`src/rtl/sum_accumulator_if.sv`:
```
// Handshake bundle between the adder datapath, the sum accumulator and its consumer.
interface sum_accumulator_if #(
   parameter int IN_W  = 4,
   parameter int ACC_W = 8
);
   logic [IN_W-1:0]  in_s;
   logic             in_c;
   logic             in_valid;
   logic             in_ready;
   logic             clr;
   logic [ACC_W-1:0] out_sum;
   logic             out_ovf;
   logic             out_valid;
   logic             out_ready;

   modport master (
      output in_s, in_c, in_valid, clr, out_ready,
      input  in_ready, out_sum, out_ovf, out_valid
   );

   modport slave (
      input  in_s, in_c, in_valid, clr, out_ready,
      output in_ready, out_sum, out_ovf, out_valid
   );
endinterface

```
`src/rtl/sum_accumulator.sv`:
```
// Accumulates COUNT {carry,sum} samples into an ACC_W-bit total with sticky overflow.
// Optional SUM_ACC_SAT_EN: clamp the total to all-ones on overflow instead of wrapping.
module sum_accumulator #(
   parameter int IN_W  = 4,
   parameter int ACC_W = 8,
   parameter int COUNT = 4
) (
   input logic              clk,
   input logic              rst,
   sum_accumulator_if.slave bus
);
   typedef enum logic {ST_ACC, ST_DONE} state_t;

   state_t           state, state_nxt;
   logic [ACC_W-1:0] acc, acc_nxt;
   logic [7:0]       cnt, cnt_nxt;
   logic             ovf, ovf_nxt;
   logic [ACC_W-1:0] smp;
   logic [ACC_W:0]   sum_ext;

   assign smp     = ACC_W'({bus.in_c, bus.in_s});
   assign sum_ext = {1'b0, acc} + {1'b0, smp};

   // The accumulator register doubles as the result; it is frozen while in DONE.
   assign bus.in_ready  = (state == ST_ACC) & ~bus.clr;
   assign bus.out_valid = (state == ST_DONE);
   assign bus.out_sum   = acc;
   assign bus.out_ovf   = ovf;

   always_ff @(posedge clk or negedge rst) begin
      if (!rst) begin
         state <= ST_ACC;
         acc   <= '0;
         cnt   <= '0;
         ovf   <= 1'b0;
      end else begin
         state <= state_nxt;
         acc   <= acc_nxt;
         cnt   <= cnt_nxt;
         ovf   <= ovf_nxt;
      end
   end

   always_comb begin
      state_nxt = state;
      acc_nxt   = acc;
      cnt_nxt   = cnt;
      ovf_nxt   = ovf;
      if (bus.clr) begin
         state_nxt = ST_ACC;
         acc_nxt   = '0;
         cnt_nxt   = '0;
         ovf_nxt   = 1'b0;
      end else begin
         unique case (state)
            ST_ACC: begin
               if (bus.in_valid) begin
                  cnt_nxt = cnt + 8'd1;
                  ovf_nxt = ovf | sum_ext[ACC_W];
`ifdef SUM_ACC_SAT_EN
                  acc_nxt = (ovf | sum_ext[ACC_W]) ? '1 : sum_ext[ACC_W-1:0];
`else
                  acc_nxt = sum_ext[ACC_W-1:0];
`endif
                  if (cnt == 8'(COUNT - 1)) state_nxt = ST_DONE;
               end
            end
            ST_DONE: begin
               if (bus.out_ready) begin
                  state_nxt = ST_ACC;
                  acc_nxt   = '0;
                  cnt_nxt   = '0;
                  ovf_nxt   = 1'b0;
               end
            end
            default: state_nxt = ST_ACC;
         endcase
      end
   end
endmodule

```
`src/flat_wrapper.sv`:
```
// flat-port wrapper written by rule: the top's interface ports become plain ports
module sum_accumulator_flat 
#(
   parameter int IN_W  = 4,
   parameter int ACC_W = 8,
   parameter int COUNT = 4
)
  (clk, rst, bus_in_s, bus_in_c, bus_in_valid, bus_clr, bus_out_ready, bus_in_ready, bus_out_sum, bus_out_ovf, bus_out_valid);
  sum_accumulator_if #(.IN_W(IN_W), .ACC_W(ACC_W)) bus_i ();
  input logic clk;
  input logic rst;
  input wire logic [$bits(bus_i.in_s)-1:0] bus_in_s;
  input wire logic [$bits(bus_i.in_c)-1:0] bus_in_c;
  input wire logic [$bits(bus_i.in_valid)-1:0] bus_in_valid;
  input wire logic [$bits(bus_i.clr)-1:0] bus_clr;
  input wire logic [$bits(bus_i.out_ready)-1:0] bus_out_ready;
  output wire logic [$bits(bus_i.in_ready)-1:0] bus_in_ready;
  output wire logic [$bits(bus_i.out_sum)-1:0] bus_out_sum;
  output wire logic [$bits(bus_i.out_ovf)-1:0] bus_out_ovf;
  output wire logic [$bits(bus_i.out_valid)-1:0] bus_out_valid;
  assign bus_i.in_s = bus_in_s;
  assign bus_i.in_c = bus_in_c;
  assign bus_i.in_valid = bus_in_valid;
  assign bus_i.clr = bus_clr;
  assign bus_i.out_ready = bus_out_ready;
  assign bus_in_ready = bus_i.in_ready;
  assign bus_out_sum = bus_i.out_sum;
  assign bus_out_ovf = bus_i.out_ovf;
  assign bus_out_valid = bus_i.out_valid;
  sum_accumulator #(.IN_W(IN_W), .ACC_W(ACC_W), .COUNT(COUNT)) u_core (.clk(clk), .rst(rst), .bus(bus_i));
endmodule
```
`config.mk`:
```
export PLATFORM = sky130hd
export DESIGN_NAME = sum_accumulator_flat
export DESIGN_NICKNAME = d
export VERILOG_FILES = /design/src/rtl/sum_accumulator_if.sv /design/src/rtl/sum_accumulator.sv /design/src/flat_wrapper.sv
export SDC_FILE = /design/constraint.sdc
export NUM_CORES = 1
export LEC_CHECK = 0
export CAP_MARGIN = 15
export CELL_PAD_IN_SITES_DETAIL_PLACEMENT = 0
export CELL_PAD_IN_SITES_GLOBAL_PLACEMENT = 1
export CORE_MARGIN = 3
export CORE_UTILIZATION = 42
export DETAILED_ROUTE_END_ITERATION = 8
export HOLD_SLACK_MARGIN = 0.15
export PLACE_DENSITY = 0.91
export SKIP_CTS_REPAIR_TIMING = 1
export SYNTH_ARGS = -nofsm -noshare
export SYNTH_HDL_FRONTEND = slang
export SYNTH_SLANG_ARGS = --single-unit
```
`constraint.sdc`:
```
create_clock -name clk -period 4.5 [get_ports clk]
set_clock_uncertainty 0.05 [all_clocks]
set_input_delay 1.125 -clock clk [delete_from_list [all_inputs] [get_ports clk]]
set_output_delay 1.125 -clock clk [all_outputs]
set_load 0.02 [all_outputs]
```
# Word-level counts from Yosys, hierarchy flattened
# Cells that the tools add are included.
# totals
register_bits	18
inputBits	10
output_inout_bits	11
elab_cells	30
# classes
add_sub_neg	2
n_eq_ne	3
muxes	16
bitwise_logic	4
n_reduce_logical	1
# op_table
operator	n
$mux W8	5
$pmux W8 S2	2
$add A8 B5 Y9	1
$add A8 B1 Y8 const B	1
$eq A8 B2 Y1 const B	1
$mux W1	7
$ne A3 B3 Y1 const B	2
$pmux W1 S2	2
$not A1 Y1	2
$reduce_and A2 Y1	1
$and A1 B1 Y1	1
$or A1 B1 Y1	1

# Logic depth before layout (Yosys ltp)
# depth
ltp_word	5
mapped_depth	6
ltp_nobuf	6

# Worst setup path after synthesis
# No wires, ideal clock.
# synth_timing
kind	input port to output port
from	in bus_clr
to	out bus_in_ready
arrival_ns	1.453
t_required_ns	3.325
setup_slack_ns	1.872
cell_stages	1
n_path_buf	0
path_cell_list	nor2_1
# synth_via
elab_chain_len	2
# synth_rtl
item	line	source
start: declaration	flat_wrapper.sv:15	input wire logic [$bits(bus_i.clr)-1:0] bus_clr;
$not A1 Y1	sum_accumulator.sv:25	assign bus.in_ready = (state == ST_ACC) & ~bus.clr;
$and A1 B1 Y1	sum_accumulator.sv:25	
end: declaration	flat_wrapper.sv:17	output wire logic [$bits(bus_i.in_ready)-1:0] bus_in_ready;
# No other way between the ends.

# Worst setup path after layout
# Ends and elaborated chain as after synthesis.

==> run summary <==
I/O pins: 21
DRT iter0 DRCs: 13
PD cells: 303 nW/um^2
Static Leak: 0.000569 uW
Detail Placement HPWL: 1610 um
Buffers on Ports: 20
Worst path arrival time: 2.43 ns
First-pass GRT wire length: 3870 um
Die Wd: 55.7 um
Max VDD drop: 0.000237 V
Clock transition at path regs: 0.11 ns
Final nets: 135
Routed WL per cell: 14.8 um
Post-Synthesis Net Count: 114
Outcome: finished clean
Area delta synth->final: 24.1%
Core Area: 2280 um^2
Distinct cells, synth: 37
Chip height: 55.7 um
Final Max Tran Viols: 0
Period utilization: 80.1%
Syn Area/Cell: 10.7 um^2
Clock Latency Late Sink: 0.29 ns
Hold Vio Cnt, Final: 0
Slew @ Worst Pin: 0.837 ns
DR vias/cell: 5.60
Worst min path class: flop to flop
Final GP Congestion: 0.794
Number of synthesized flops with an enable pin: 0
Pwr Total: 391 uW
Worst slew margin: 44.0%
Die Footprint: 3110 um^2
H-Tree Depth: 1
Clock Sink Count: 18
Syn. warnings: 0
Max-Cap Viols: 0
Mapped cell area: 1040 um^2
Setup TNS Final: 0 ns
ANT cells: 0
Drt first pass iters: 4
Flop and latch count out of synthesis: 18
Share of cells above drive strength 1: 9.40%
Detailed Route WL: 2150 um
Clock Tree Root: clkbuf_4
Clock buffer count from CTS: 3
Row cnt: 17
Clock Tree Buf Depth: 2
Initial core utilization: 45.6%
Final setup fails: 0
Antenna violations before repair: 0
Overflow after GRT: 0
Vias: 812
Pin count of the biggest net entering global routing: 19
Post-layout min period: 3.61 ns
CP max FO: 3
Data required time of the worst path: 3.32 ns
CTS tree: built
Ys flop type: dfrtp_1
Post-Synthesis Cells: 97
Total GRT Usage: 15.4%
ANT nets after route: 0
RSZ-0062 raised after global routing: no
Vias in the first global route: 848
Async S/R FF share, synth: 100%
Crit path launch type: input port
Sequential share of the synthesized area: 43.4%
F_max: 277 MHz
CP Class: input port to output port
Crit path capture type: output port
Drt drc: 0
metrics by stage:
step                      utilization, %  instance area, um^2  setup WS, ns  hold slack (ns)  std cells
after floorplan                        -                 1040          1.87            0.441         97
after global placement              55.0                 1250         0.898            0.462        141
after detailed placement            55.0                 1250         0.910            0.478        141
after CTS                           56.6                 1290         0.895            0.507        145
after global routing                56.6                 1290         0.862            0.534        145
final                               56.6                 1290         0.894            0.498        145
layout make-up:
type | count | area, um^2
fill | 211 | 987
multi-input combinational | 73 | 559
sequential | 18 | 450
timing repair buffer | 20 | 200
clock buffer | 4 | 36.3
tap | 28 | 35.0
inverter | 2 | 7.51
worst max-delay path, stage by stage:
cell and delay, ns:
clkdlybuf4s50_1 0.47, nor2_1 0.20, clkdlybuf4s50_1 0.64
final timing paths:
kind / startpoint / end / slack, ns / cells after the start
max in group asynchronous: rst / u_core.cnt[4] / 2.63 / 1
setup / recovery: bus_clr / bus_in_ready / 0.89 / 3
hold reg to reg: u_core.cnt[1] / u_core.cnt[1] / 0.50 / 1
setup reg to reg: u_core.bus.out_sum[0] / u_core.bus.out_ovf / 2.38 / 6
min in group asynchronous: rst / u_core.bus.out_sum[1] / 1.25 / 1
hold / removal: u_core.cnt[1] / u_core.cnt[1] / 0.50 / 1
power by group:
| part | leakage (uW) | internal, uW | switching, uW |
|---|---|---|---|
| Sequential | 0.000246 | 172 | 10.5 |
| Combinational | 0.000302 | 51.5 | 55.7 |
| Clock | 0.0000210 | 49.3 | 51.9 |
routing by layer:
| metal | vias to the layer above | GRT usage, % | wire length [um] |
|---|---|---|---|
| met2 | 17 | 26.4 | 1070 |
| met1 | 398 | 19.2 | 991 |
| met3 | 0 | 3.94 | 91 |
| met4 | 0 | 4.17 | 0 |
| li1 | 397 | - | - |
| met5 | - | 0 | 0 |
sequential cells by signal, indices dropped and copies added, names as in the netlist:
signal and flops:
u_core.bus.out_ovf 1, u_core.bus.out_valid 1, u_core.bus.out_sum 8, u_core.cnt 8
cells by family after synthesis:
kind of cell / after synthesis / share of synthesized area, %
fa+ha+maj: 7 / 9.16
mux: 2 / 2.05
xor+xnor: 9 / 7.59
flops: 18 / 43.4
buf+inv: 6 / 2.77
compound gates: 29 / 21.9
simple gates: 26 / 13.1
Yosys cell counts (2+ instances only):
master     instances  area [um^2]
nand2_1            6         22.5
ha_1               6         75.1
buf_2              2         10.0
xnor2_1            2         17.5
a22o_1             5         43.8
xor2_1             7         61.3
and2_1             3         18.8
o2111ai_1          2         17.5
inv_1              2         7.51
o211ai_1           3         22.5
dfrtp_1           18          450
o21ai_2            2         17.5
o21ai_0            2         10.0
a21oi_1            6         30.0
a21o_1             2         15.0
nor2_1             8         30.0
layout by cell type, fill, tap and decap left out, drive strengths merged, types with 2 or more instances in the layout:
cell type | synthesis | final
and2 | 4 | 4
clkbuf | 0 | 4
a311oi | 2 | 2
nor2 | 9 | 9
inv | 2 | 2
nand2 | 6 | 6
o211ai | 3 | 3
o21ai | 5 | 5
xor2 | 7 | 7
ha | 6 | 6
a22o | 5 | 5
dfrtp | 18 | 18
clkdlybuf4s50 | 0 | 20
xnor2 | 2 | 2
a21oi | 6 | 6
o2111ai | 2 | 2
a21o | 3 | 3
Power figures use the tool's default switching activity.
